$ cat config.mk
export PLATFORM = sky130hd
export DESIGN_NAME = mips_instr_encoder
export DESIGN_NICKNAME = d
export VERILOG_FILES = /design/src/rtl/mips_pkg.sv /design/src/rtl/mips_instr_pack.sv /design/src/rtl/mips_instr_encoder.sv
export SDC_FILE = /design/constraint.sdc
export NUM_CORES = 1
export LEC_CHECK = 0
export CORE_MARGIN = 1
export CORE_UTILIZATION = 48
export CTS_BUF_LIST = sky130_fd_sc_hd__clkbuf_2 sky130_fd_sc_hd__clkbuf_4 sky130_fd_sc_hd__clkbuf_8
export CTS_CLUSTER_DIAMETER = 40
export DETAILED_ROUTE_END_ITERATION = 8
export DONT_BUFFER_PORTS = 1
export PLACE_DENSITY = 0.67
export SETUP_SLACK_MARGIN = 0.4
export SLEW_MARGIN = 40
export SYNTH_ARGS = -nofsm -noshare
export SYNTH_HDL_FRONTEND = slang
export SYNTH_SLANG_ARGS = --single-unit
$ cat constraint.sdc
create_clock -name clk -period 1.4 [get_ports clk]
set_input_delay 0.28 -clock clk [delete_from_list [all_inputs] [get_ports clk]]
set_output_delay 0.28 -clock clk [all_outputs]
set_load 0.005 [all_outputs]
$ cat src/rtl/mips_pkg.sv
// Shared opcode, kind and FSM-state definitions for the MIPS instruction encoder.
package mips_pkg;

  localparam logic [5:0] OP_RTYPE = 6'h00;
  localparam logic [5:0] OP_LW    = 6'h23;
  localparam logic [5:0] OP_SW    = 6'h2B;
  localparam logic [5:0] OP_BEQ   = 6'h04;
  localparam logic [5:0] OP_ADDI  = 6'h08;
  localparam logic [5:0] OP_J     = 6'h02;

  localparam logic [2:0] KIND_R    = 3'd0;
  localparam logic [2:0] KIND_LW   = 3'd1;
  localparam logic [2:0] KIND_SW   = 3'd2;
  localparam logic [2:0] KIND_BEQ  = 3'd3;
  localparam logic [2:0] KIND_ADDI = 3'd4;
  localparam logic [2:0] KIND_J    = 3'd5;

  typedef enum logic [1:0] {
    ST_IDLE = 2'd0,
    ST_ENC  = 2'd1,
    ST_WR   = 2'd2
  } enc_state_t;

  typedef struct packed {
    logic [2:0]  kind;
    logic [4:0]  rs;
    logic [4:0]  rt;
    logic [4:0]  rd;
    logic [4:0]  shamt;
    logic [5:0]  funct;
    logic [15:0] imm;
    logic [25:0] target;
  } instr_fields_t;

  function automatic logic [31:0] i_type(input logic [5:0] op, input logic [4:0] rs,
                                          input logic [4:0] rt, input logic [15:0] imm);
    return {op, rs, rt, imm};
  endfunction

endpackage

$ cat src/rtl/mips_instr_pack.sv
// Combinational packer: field bundle -> 32-bit MIPS word plus legal flag.
// J-type (kind 5) is legal only when MIPS_ENC_JUMP_EN is defined.
module mips_instr_pack
  import mips_pkg::*;
(
  input  instr_fields_t fields,
  output logic [31:0]   word,
  output logic          legal
);

`ifndef MIPS_ENC_JUMP_EN
  logic unused_target;
  assign unused_target = ^fields.target;
`endif

  always_comb begin
    word  = '0;
    legal = 1'b1;
    case (fields.kind)
      KIND_R:    word = {OP_RTYPE, fields.rs, fields.rt, fields.rd, fields.shamt, fields.funct};
      KIND_LW:   word = i_type(OP_LW,   fields.rs, fields.rt, fields.imm);
      KIND_SW:   word = i_type(OP_SW,   fields.rs, fields.rt, fields.imm);
      KIND_BEQ:  word = i_type(OP_BEQ,  fields.rs, fields.rt, fields.imm);
      KIND_ADDI: word = i_type(OP_ADDI, fields.rs, fields.rt, fields.imm);
`ifdef MIPS_ENC_JUMP_EN
      KIND_J:    word = {OP_J, fields.target};
`endif
      default:   legal = 1'b0;
    endcase
  end

endmodule

$ cat src/rtl/mips_instr_encoder.sv
// Sequential instruction loader: accepts field bundles, packs them, and writes
// words to instruction memory from address 0. Optional macro: MIPS_ENC_JUMP_EN.
module mips_instr_encoder
  import mips_pkg::*;
#(
  parameter int unsigned ADDR_W = 6
) (
  input  logic              clk,
  input  logic              rst_n,
  input  logic              clear,
  input  logic              in_valid,
  output logic              in_ready,
  input  logic [2:0]        kind,
  input  logic [4:0]        rs,
  input  logic [4:0]        rt,
  input  logic [4:0]        rd,
  input  logic [4:0]        shamt,
  input  logic [5:0]        funct,
  input  logic [15:0]       imm,
  input  logic [25:0]       target,
  output logic              imem_we,
  output logic [ADDR_W-1:0] imem_addr,
  output logic [31:0]       imem_wdata,
  output logic [ADDR_W:0]   count,
  output logic              full,
  output logic              err
);

  localparam logic [ADDR_W:0] DEPTH_CNT = {1'b1, {ADDR_W{1'b0}}};

  enc_state_t    state, state_next;
  instr_fields_t fields_q;
  logic [31:0]   packed_word;
  logic          packed_legal;
  logic          accept;
  logic [ADDR_W:0] count_inc;

  mips_instr_pack u_pack (
    .fields (fields_q),
    .word   (packed_word),
    .legal  (packed_legal)
  );

  // rst_n gates in_ready so it reads 0 while reset is held, not just after it.
  assign in_ready  = rst_n & (state == ST_IDLE) & ~full & ~clear;
  assign accept    = in_valid & in_ready;
  assign imem_we   = (state == ST_WR) & ~clear;
  assign count_inc = count + 1'b1;

  always_ff @(posedge clk or negedge rst_n) begin
    if (!rst_n) state <= ST_IDLE;
    else        state <= state_next;
  end

  always_comb begin
    state_next = state;
    if (clear) begin
      state_next = ST_IDLE;
    end else begin
      case (state)
        ST_IDLE: if (accept) state_next = ST_ENC;
        ST_ENC:  state_next = packed_legal ? ST_WR : ST_IDLE;
        ST_WR:   state_next = ST_IDLE;
        default: state_next = ST_IDLE;
      endcase
    end
  end

  always_ff @(posedge clk or negedge rst_n) begin
    if (!rst_n) begin
      fields_q   <= '0;
      imem_addr  <= '0;
      imem_wdata <= '0;
      count      <= '0;
      full       <= 1'b0;
      err        <= 1'b0;
    end else if (clear) begin
      imem_addr <= '0;
      count     <= '0;
      full      <= 1'b0;
      err       <= 1'b0;
    end else begin
      case (state)
        ST_IDLE: begin
          if (accept) begin
            fields_q <= '{kind: kind, rs: rs, rt: rt, rd: rd, shamt: shamt,
                          funct: funct, imm: imm, target: target};
          end
        end
        ST_ENC: begin
          if (packed_legal) imem_wdata <= packed_word;
          else              err        <= 1'b1;
        end
        ST_WR: begin
          imem_addr <= imem_addr + 1'b1;
          count     <= count_inc;
          full      <= (count_inc == DEPTH_CNT);
        end
        default: ;
      endcase
    end
  end

endmodule
==> run summary <==
Yosys printed 0 warnings. The areal power density over the cells came out at 1400 nW/um^2. The highest net fanout along the worst path is 11, and the count of inserted antenna diode cells is 0. Number of fillers in the final layout: 576. TritonCTS built the clock tree.

Clock-pin slew was measured on the worst setup and hold paths at 0.09 ns. The endpoint required time on the critical path came out at 1.64 ns. By startpoint and endpoint, the worst setup path is classified as reg2reg.

CTS built an H-tree with a depth of 3. Buffers inserted during clock tree synthesis total 9. The starting density of the core is 0.497.

For the worst-skew pair, the clock arrives at the later sink with an insertion delay of 0.35 ns. The mapped netlist covers 4100 um^2. The number of nets in the synthesized netlist was 386. For the largest voltage drop on the vdd net, the log shows 0.848 mV. The tools report the worst slew slack as a fraction of its limit as 0.605. Traced cell by cell, the critical path runs through buf_6 -> nor4_4 -> buf_4 -> nand2_8 -> clkbuf_16 -> mux2_4. The logs give 0 for the initial antenna violation count and -19.51 ns for the setup TNS after final layout. Summed over all cells, the static leakage comes to 2.53 nW. The run gives 308 as the gate count after technology mapping.

The tools report the post-layout instance count excluding filler cells as 469. The tools report the length of the first detailed-routing pass in iterations as 4. The tools report the final weighted congestion of routability-driven global placement as 0.752. After global routing the overflow that remains totals 0.

The final reports fail on hold timing, setup timing. The period utilization came out at 1.22. The tools report the CTS root buffer as sky130_fd_sc_hd__clkbuf_8.

The worst min-delay path class was in2async. Number of core rows: 33. The slowest stage of the critical path is the sky130_fd_sc_hd__dfrtp_1 cell. Setup repair after global routing could not meet its margin everywhere. For the final hold slack, the log shows -0.389 ns. The maximum number of pins on one net before global-route repair was 93; the share of cells above drive strength 1 was 0.588. At the end of the flow, the number of nets in the layout was 437. The routed design could run at a clock period as short as 1.71 ns. The worst setup path is captured at a flip-flop. In this run the mean area of a mapped cell was 13.3 um^2. The floorplan step defined a die boundary enclosing 8920 um^2. The final count of pins violating max slew came out at 0. The tools report the total power after layout as 0.00780 W.

The number of setup violations in the final report was 91. The count of clock tree sinks was 91; the transition time at the pin with the least slew margin was 0.590 ns. The synthesized design contains 0 enable-type register cells. Compared with the post-synthesis result, the final layout area differs by 36.0%. The tools report the number of global-route vias before repair as 2583. The hold violation count in the final report is 91. Leaving out fill and tap cells, the most frequent cells in the layout are 79 x sky130_fd_sc_hd__dfrtp_1, 55 x sky130_fd_sc_hd__mux2_4, 23 x sky130_fd_sc_hd__buf_6.

The first-pass GRT wire length came out at 13.0 mm. Sequential area share after synthesis: 0.555. Launch point of the worst reg-to-reg path: state[1].

The element type at the critical path start was a flip-flop. The post-synthesis sequential element count is 91. The die is 94.5 um wide. The run finished, with violations left.

The largest clock skew in the final design is 0.00793 ns. The async set-reset flop share out of synthesis works out to 1.00. The floorplan step set the die height to 94.5 um. The detail route stage leaves a number of antenna-violating nets equal to 0. The core footprint was 8260 um^2; the arrival time at the worst endpoint was 1.94 ns. Detailed placement finished with a half-perimeter wire length of 5.08 mm.

Detailed routing inserted a total of 2601 vias. For the number of maximum-capacitance violations, the log shows 0. In this run the deepest clock path goes through 2 buffers. After detailed routing, the total wire length is 8.99 mm. The via density per instance came out at 5.55. The total routing resource utilization after global routing came out at 0.195. Based on the critical path, the design can be clocked at up to 586 MHz. Tracing the worst setup path back leads to its startpoint at state[1]. The tools report the count of hold buffers inserted by post-cts repair as 1.

124 I/O pins were placed. For the post-detailed-route DRC marker count, the log shows 0. The sum of buffers and inverters on the critical path is 3.

Primary flip-flop cell chosen by synthesis mapping: sky130_fd_sc_hd__dfrtp_1. The detailed router finished its first iteration with 53 violations. The total of buffers placed on input and output ports is 0. The post-place instance area was 4470 um^2; the number of placed instances, taps included was 425. Synthesis instantiated 40 different standard cells from the library. Post-route worst setup slack: -0.306 ns. The final design instance area without fill is 5580 um^2. Leading cell type in the layout, fill and taps excluded: sky130_fd_sc_hd__dfrtp_1.

The per-cell routed wire length is 19.2 um, and the delay of the slowest cell on the worst path is 0.40 ns. Top cell family by delay on the critical path: buffers and inverters.
## kinds of logic (layout without fill, tap and decap cells)
| group | Yosys count | after routing | synth area share |
|---|---|---|---|
| other cells | 1 | 1 | 0.000914 |
| simple gates | 65 | 65 | 0.0820 |
| xor+xnor | 11 | 11 | 0.0235 |
| flops | 91 | 91 | 0.555 |
| compound gates | 45 | 45 | 0.0668 |
| fa+ha+maj | 3 | 3 | 0.00915 |
| mux | 71 | 71 | 0.227 |
| buf+inv | 21 | 77 | 0.0354 |
## flip-flops by register name (all words and copies together), names as in the netlist
signal      cells
imem_addr       6
full            1
fields_q       45
imem_wdata     29
err             1
state           2
count           7
## stage by stage
stage	setup slack (ns)	hold slack [ns]	utilization
3_3_place_gp	-0.174	-0.0135	0.542
2_1_floorplan	-0.195	-0.0156	-
3_5_place_dp	-0.206	-0.0134	0.542
4_1_cts	-0.290	-0.409	0.630
5_1_grt	-0.357	-0.420	0.676
6_report	-0.306	-0.389	0.676
## what timing repair did
item / in CTS / in global routing
gates resized for setup: 70 / 57
pin swaps: 19 / 19
endpoints found under the hold margin: 105 / 91
setup endpoints to repair: 139 / 139
buffers inserted: 10 / 10
cloned: 5 / 2
## metal layers
layer / wire (um) / up-vias / global-route usage
met3: 570 / 9 / 0.0668
li1: - / 1187 / -
met1: 3700 / 1329 / 0.239
met5: 0 / - / 0
met2: 4610 / 76 / 0.323
met4: 109 / 0 / 0.0669
## path summary, 6_finish.rpt
check | slack (ns) | cells past startpoint | endpoint
worst max-delay path | -0.31 | 6 | fields_q[60]
worst min-delay path | -0.39 | 0 | fields_q[43]
worst max register to register | -0.31 | 6 | fields_q[60]
worst min register to register | 0.51 | 1 | fields_q[35]
max in group asynchronous | 1.58 | 0 | imem_wdata[27]
min in group clk | 0.06 | 1 | fields_q[68]
## report_power, final
| group | switching (W) | internal [W] |
|---|---|---|
| logic | 0.000687 | 0.00133 |
| registers | 0.000556 | 0.00327 |
| clock network | 0.000930 | 0.00103 |
## synthesized netlist by cell type, types with 2 or more instances
library cell	n	area (um^2)
sky130_fd_sc_hd__xnor2_1	4	35.0
sky130_fd_sc_hd__a21oi_1	21	105
sky130_fd_sc_hd__buf_4	6	45.0
sky130_fd_sc_hd__clkbuf_1	3	11.3
sky130_fd_sc_hd__o21ai_0	4	20.0
sky130_fd_sc_hd__nand3_1	4	20.0
sky130_fd_sc_hd__inv_1	2	7.51
sky130_fd_sc_hd__nand2b_1	3	18.8
sky130_fd_sc_hd__xor2_1	7	61.3
sky130_fd_sc_hd__o22ai_1	12	75.1
sky130_fd_sc_hd__mux2i_1	10	100
sky130_fd_sc_hd__buf_6	5	56.3
sky130_fd_sc_hd__nand2_1	15	56.3
sky130_fd_sc_hd__buf_2	5	25.0
sky130_fd_sc_hd__nand4_1	3	18.8
sky130_fd_sc_hd__ha_1	3	37.5
sky130_fd_sc_hd__a22o_1	2	17.5
sky130_fd_sc_hd__dfrtp_1	91	2280
sky130_fd_sc_hd__or3_1	2	12.5
sky130_fd_sc_hd__mux2_2	22	248
sky130_fd_sc_hd__nor2_1	25	93.8
sky130_fd_sc_hd__mux2_4	39	586
sky130_fd_sc_hd__o31ai_1	2	15.0
sky130_fd_sc_hd__nor3b_1	2	15.0
## area by class of cell
class	count	area, um^2	share of cell area
clock inverter	6	88.8	0.0159
timing repair buffer	59	787	0.141
multi-input combinational	196	2140	0.384
inverter	2	7.51	0.00134
sequential	91	2290	0.411
clock buffer	10	131	0.0235
tap	105	131	0.0235
No activity file was read; power rests on OpenSTA's default activity.
